<file path="src/rtl/issue_queue_fifo.sv">
// rtl/issue_queue_fifo.sv - in-order issue queue FIFO with flush and error pulses (optional IQ_BYPASS_EN)
module issue_queue_fifo #(
    parameter int WIDTH        = 32,
    parameter int DEPTH        = 8,
    parameter int AFULL_THRESH = DEPTH - 1
) (
    input  logic                     clk,
    input  logic                     rst,
    input  logic                     push_front,
    input  logic                     pop_back,
    input  logic                     flush,
    input  logic [WIDTH-1:0]         din,
    output logic [WIDTH-1:0]         dout,
    output logic                     empty,
    output logic                     full,
    output logic                     ready,
    output logic                     almost_full,
    output logic [$clog2(DEPTH):0]   count,
    output logic                     overflow_err,
    output logic                     underflow_err
);

    localparam int PTR_W = $clog2(DEPTH);
    localparam int CNT_W = PTR_W + 1;

    logic [PTR_W-1:0] head_q, head_d;
    logic [PTR_W-1:0] tail_q, tail_d;
    logic [CNT_W-1:0] count_q, count_d;
    logic             ovf_q, ovf_d;
    logic             unf_q, unf_d;
    logic [WIDTH-1:0] mem_q [DEPTH];

    logic empty_w;
    logic full_w;
    logic bypass_hit;
    logic do_push;
    logic do_pop;

    assign empty_w = (count_q == '0);
    assign full_w  = (count_q == CNT_W'(DEPTH));

`ifdef IQ_BYPASS_EN
    // An entry arriving at an empty queue that is popped in the same cycle
    // flows straight through without touching storage.
    assign bypass_hit = empty_w & push_front & pop_back & ~flush;
`else
    assign bypass_hit = 1'b0;
`endif

    // A same-cycle pop frees the slot, so a push into a full queue is legal then.
    assign do_push = push_front & ~flush & ~bypass_hit & (~full_w | (pop_back & ~empty_w));
    assign do_pop  = pop_back & ~flush & ~empty_w;

    // Next-state for pointers, occupancy and error pulses; flush wins over everything.
    always_comb begin
        head_d  = head_q;
        tail_d  = tail_q;
        count_d = count_q;
        ovf_d   = push_front & full_w & ~pop_back & ~flush;
        unf_d   = pop_back & empty_w & ~flush & ~bypass_hit;
        if (flush) begin
            head_d  = '0;
            tail_d  = '0;
            count_d = '0;
        end else begin
            if (do_push) begin
                tail_d = tail_q + PTR_W'(1);
            end
            if (do_pop) begin
                head_d = head_q + PTR_W'(1);
            end
            if (do_push && !do_pop) begin
                count_d = count_q + CNT_W'(1);
            end else if (do_pop && !do_push) begin
                count_d = count_q - CNT_W'(1);
            end
        end
    end

    // Control state register; storage is deliberately left out of reset.
    always_ff @(posedge clk or negedge rst) begin
        if (!rst) begin
            head_q  <= '0;
            tail_q  <= '0;
            count_q <= '0;
            ovf_q   <= 1'b0;
            unf_q   <= 1'b0;
        end else begin
            head_q  <= head_d;
            tail_q  <= tail_d;
            count_q <= count_d;
            ovf_q   <= ovf_d;
            unf_q   <= unf_d;
        end
    end

    // Entry storage written at the tail on every accepted push.
    always_ff @(posedge clk) begin
        if (do_push) begin
            mem_q[tail_q] <= din;
        end
    end

    // Head entry is presented combinationally; zero when nothing is valid.
    always_comb begin
        dout = '0;
        if (bypass_hit) begin
            dout = din;
        end else if (!empty_w) begin
            dout = mem_q[head_q];
        end
    end

    assign empty         = empty_w;
    assign full          = full_w;
    assign ready         = ~empty_w | bypass_hit;
    assign almost_full   = (count_q >= CNT_W'(AFULL_THRESH));
    assign count         = count_q;
    assign overflow_err  = ovf_q;
    assign underflow_err = unf_q;

endmodule

</file>
<file path="config.mk">
export PLATFORM = sky130hd
export DESIGN_NAME = issue_queue_fifo
export DESIGN_NICKNAME = d
export VERILOG_FILES = /design/src/rtl/issue_queue_fifo.sv
export SDC_FILE = /design/constraint.sdc
export NUM_CORES = 1
export LEC_CHECK = 0
export CORE_AREA = 2 2 146 133
export CTS_CLUSTER_DIAMETER = 30
export CTS_CLUSTER_SIZE = 20
export DETAILED_ROUTE_END_ITERATION = 10
export DIE_AREA = 0 0 148 135
export PLACE_DENSITY = 0.85
export RECOVER_POWER = 50
export SYNTH_ARGS = -nofsm -noshare
export SYNTH_HDL_FRONTEND = slang
export SYNTH_SLANG_ARGS = --single-unit
export TNS_END_PERCENT = 50
</file>
<file path="constraint.sdc">
create_clock -name clk -period 4.5 [get_ports clk]
set_input_delay 0.675 -clock clk [delete_from_list [all_inputs] [get_ports clk]]
set_output_delay 0.675 -clock clk [all_outputs]
set_load 0.02 [all_outputs]
</file>
Word-level counts from Yosys, hierarchy flattened
Memories as Yosys holds them, arrays and structs flattened. Cells that the tools add are included. Widths: inputs -> output; s select.

Add/subtract/negate cells: 4. Magnitude comparators: 1. Eq/ne operators: 1. Mux-type cells: 10. Bitwise logic cells: 15. Reduce and logical (&&, ||, !) cells: 8.

Operator list (number): $mux 32 (1); $mux 3 (4); $mux 4 (3); $and 1x1->1 (10); $add 3x1->3 const B (2); $add 4x1->4 const B (1); $eq 4x4->1 const B (1); $ge 4x3->1 const B (1); $logic_not 4->1 (1); $not 1->1 (4); $reduce_bool 2->1 (2); $sub 4x1->4 const B (1); $reduce_bool 3->1 (1); $logic_and 1x1->1 (2); $logic_not 1->1 (2); $mux 1 (2); $or 1x1->1 (1).

Bits in registers: 12. Bits in writable memories: 256. Input port bits: 37. Output and inout bits: 42. Memories kept: 1.

Memories: mem_q (depth 8, width 32, rd ports 1, clocked after memory_dff 0, write ports 1, line 31) `logic [WIDTH-1:0] mem_q [DEPTH];`.

Longest topological paths before layout
Depth in word-level cells: 10. Depth in mapped cells: 9. Depth with buffers taken out: 8.

Least setup slack after synthesis
No wires, ideal clock.

Path kind: input -> register. Start: in pop_back. End: mem mem_q[1][0] (enable). Library setup time: 461 ps. Arrival time: 3437 ps. Required time: 4039 ps. Slack: 602 ps. Cell stages on the path: 5. Path buffers: 1. Cells stage by stage: clkbuf_2 > inv_1 > nand3_1 > nand3_1 > nor3_1.

Longest elaborated chain between the ends: 5.

Ends and longest elaborated chain: from (decl) (line 10) `input logic pop_back,`; $and 1x1->1 (line 51) `assign do_push = push_front & ~flush & ~bypass_hit & (~full_w | (pop_back & ~empty_w));`; $or 1x1->1 (line 51); $and 1x1->1 (line 51); $mux 1 (line 99) `if (do_push) begin`; $mux 1 (not written as such) (line 100) `mem_q[tail_q] <= din;`; to (decl) (line 31).

Every way passes these cells.

Final worst setup path
Start: reg head_q[0]. End: out dout[12].

Longest elaborated chain between the ends: 2.

Ends and longest elaborated chain: from (decl) (line 26) `logic [PTR_W-1:0] head_q, head_d;`; from (signal assigned) (line 83) `head_q <= '0;`; from (signal assigned) (line 89) `head_q <= head_d;`; $mem_v2 8x32; $mux 32 (line 109) `end else if (!empty_w) begin`; to (decl) (line 13) `output logic [WIDTH-1:0] dout,`.

Every way passes these cells.

==> metrics <==
post-DP HPWL 10900 µm; unrepaired setup endpoints after global routing no; number of buffers added for setup after CTS 0; Hold Crit Class in -> async; fin nets 646; relative slew slack 19.1%; CP Launch Type flop; Max Fanout on Critical Path 34; die footprint 0.0200 mm²; Slew @ Worst Pin 1210 ps; Worst path slowest cell dfrtp_4; gr usage total 21.3%; delay-heaviest family, CP buffers and inverters; GPL Wtd Cong 0.769; DR pass1 iterations 6; Final Power 0.00809 W; CTS tree yes; initial antenna violation count 2; outcome complete, no violations; Syn-to-layout area delta 23.4%; Final Hold Viols 0; pre-CTS WS 1170 ps; Syn. warnings 0; Std-Cell Core Area 0.0183 mm²; Synth area leader edfxtp_1; maximum VDD drop 0.691 mV; Resized Gates After CTS 0; clk_lat worst skew 520 ps; Mapped Avg Cell Area 21.2 µm²; endpoint class of the critical path primary output; Cell Rows 47; Final WS setup 696 ps; final cell count without fillers 883; Post-synth ARST share 4.48%; layout cell share with drive strength beyond 1 25.8%; Post-synth top flop edfxtp_1; final instance area 0.0130 mm²; drt drc 0; first-pass GRT wire length 31500 µm; top cell type's share of synthesized area 72.9%; Critical Path AT 3130 ps; Post-DP Area 0.0116 mm²; Initial Util 57.5%; CP peak stage delay 850 ps; root buf cell clkbuf_16; Max Slew Vio Count 0; part of the Yosys area used for sequential elements 75.7%; final WL 20700 µm; WP data required 3830 ps; Syn Inst Count 498; syn nets 540; count of flip-flops with a built-in enable after synthesis 256; Clock Sinks 268; pwr/cell area 621 mW/mm²; maxcap violations 0; H-tree depth 2; initial DRC count 356; die extent in x 148 µm; leakage power 4.21 nW; cell breakdown of the critical path buf_4 -> mux4_2 -> mux2i_1 -> nor2_1 -> clkdlybuf4s50_1; Achievable Freq 263 MHz; vias in the first global route 5544; WP buf/inv 2; Die Ht 135 µm; # setup viols final 0; vias post-DR 5171; # port buffers 78; clock skew 16.9 ps; post-route minimum period 3800 ps; FF+latch count, synth 268; DR vias/cell 5.86; Ports 79; Setup Crit Path Kind reg -> out; TritonCTS buffer count 41; Mapped Area 0.0105 mm²; synth unique cells 37; largest net degree at the start of global routing 35; dpl cells 806; # hold bufs at CTS 0; Setup TNS 0 ps; fraction of the cycle the final worst path needs 84.5%; remaining antenna violation count 0; Clk pin slew, worst setup/hold paths 50 ps; dominant cells by area after synthesis edfxtp_1 73%, mux4_2 14%, mux2i_1 3.1%, dfrtp_1 2.8%, nor2_1 1.8%; CTS Buffer Depth 3; DR WL/cell 23.5 µm; total grt overflow 0
==> cell families after synthesis <==
logic type / share of synthesized area, %
flops: 75.7
mux: 16.8
simple gates: 3.20
buf+inv: 1.95
compound gates: 1.06
xor+xnor: 0.581
fa+ha+maj: 0.664
==> metal layers <==
layer / GRT usage, % / up-vias / share of wire, %
met4: 6.56 / 0 / 1.7
met2: 36.6 / 187 / 52
met3: 5.27 / 27 / 6.5
li1: - / 2256 / -
met5: 0 / - / 0
met1: 27.3 / 2701 / 40
==> registers in the layout (all words and copies together), names as in the netlist <==
name and count:
mem_q 256, count 4, head_q 3, tail_q 3
overflow_err 1, underflow_err 1
==> cell usage in the layout (no fill, tap or decap), types with 2 or more instances in the layout <==
cell,n
xor2_1,4
inv_6,8
edfxtp_1,256
a21oi_1,4
buf_12,2
or3_2,2
ha_1,4
nor2_1,45
dlygate4sd3_1,38
dfrtp_1,9
xnor2_1,3
clkinv_2,7
clkinvlp_4,5
clkbuf_16,43
nand2b_1,4
clkinv_1,3
nor3_1,3
mux2i_1,33
buf_4,10
nor2_4,5
mux4_2,64
nand3_1,6
nand2_1,3
diode_2,2
clkinv_4,4
nor3_2,2
clkdlybuf4s50_1,40
bufinv_16,5
dfrtp_2,2
a211oi_1,2
inv_1,5
==> per-stage QoR <==
stage	util, %	hold slack [ps]
after floorplan	-	379
after global placement	63.4	575
after detailed placement	63.4	603
after CTS	71.1	519
after global routing	70.9	642
final	70.9	588
==> path summary, 6_finish.rpt <==
kind                           start          end  slack [ps]  cells after the start
max                        head_q[0]     dout[12]         700                      5
min                              rst     count[3]         590                      1
min reg2reg                tail_q[0]    tail_q[0]         640                      2
max in group asynchronous        rst    head_q[0]        3490                      1
max reg2reg                 count[0]  mem_q[4][3]        1670                      5
min in group clk           tail_q[0]    tail_q[0]         640                      2
==> report_power, final <==
| group | internal, W | switching [W] |
|---|---|---|
| Clock | 0.00205 | 0.00114 |
| Sequential | 0.00282 | 0.000169 |
| Combinational | 0.000971 | 0.000934 |
==> synth_stat cells, drive strengths merged, types with 5 or more instances <==
library cell / instances
buf: 21
clkbuf: 6
dfrtp: 12
edfxtp: 256
inv: 5
mux2i: 33
mux4: 64
nand3: 6
nor2: 50
nor3: 5
==> worst register-to-register path, delay by kind of cell, from the launching register on <==
family | cells | cell delay (ps)
simple gates | 4 | 1500
buf+inv | 1 | 490
flops | 1 | 490
==> layout make-up <==
| cell class | count | area (µm²) |
|---|---|---|
| multi-input cells | 197 | 2380 |
| well taps | 245 | 307 |
| clock buffers | 44 | 1080 |
| diodes | 2 | 5.00 |
| clock inverters | 31 | 334 |
| repair buffers | 90 | 896 |
| fillers | 1084 | 5330 |
| flip-flops and latches | 268 | 7990 |
| inverters | 6 | 23.8 |
Power figures use the tool's default switching activity.
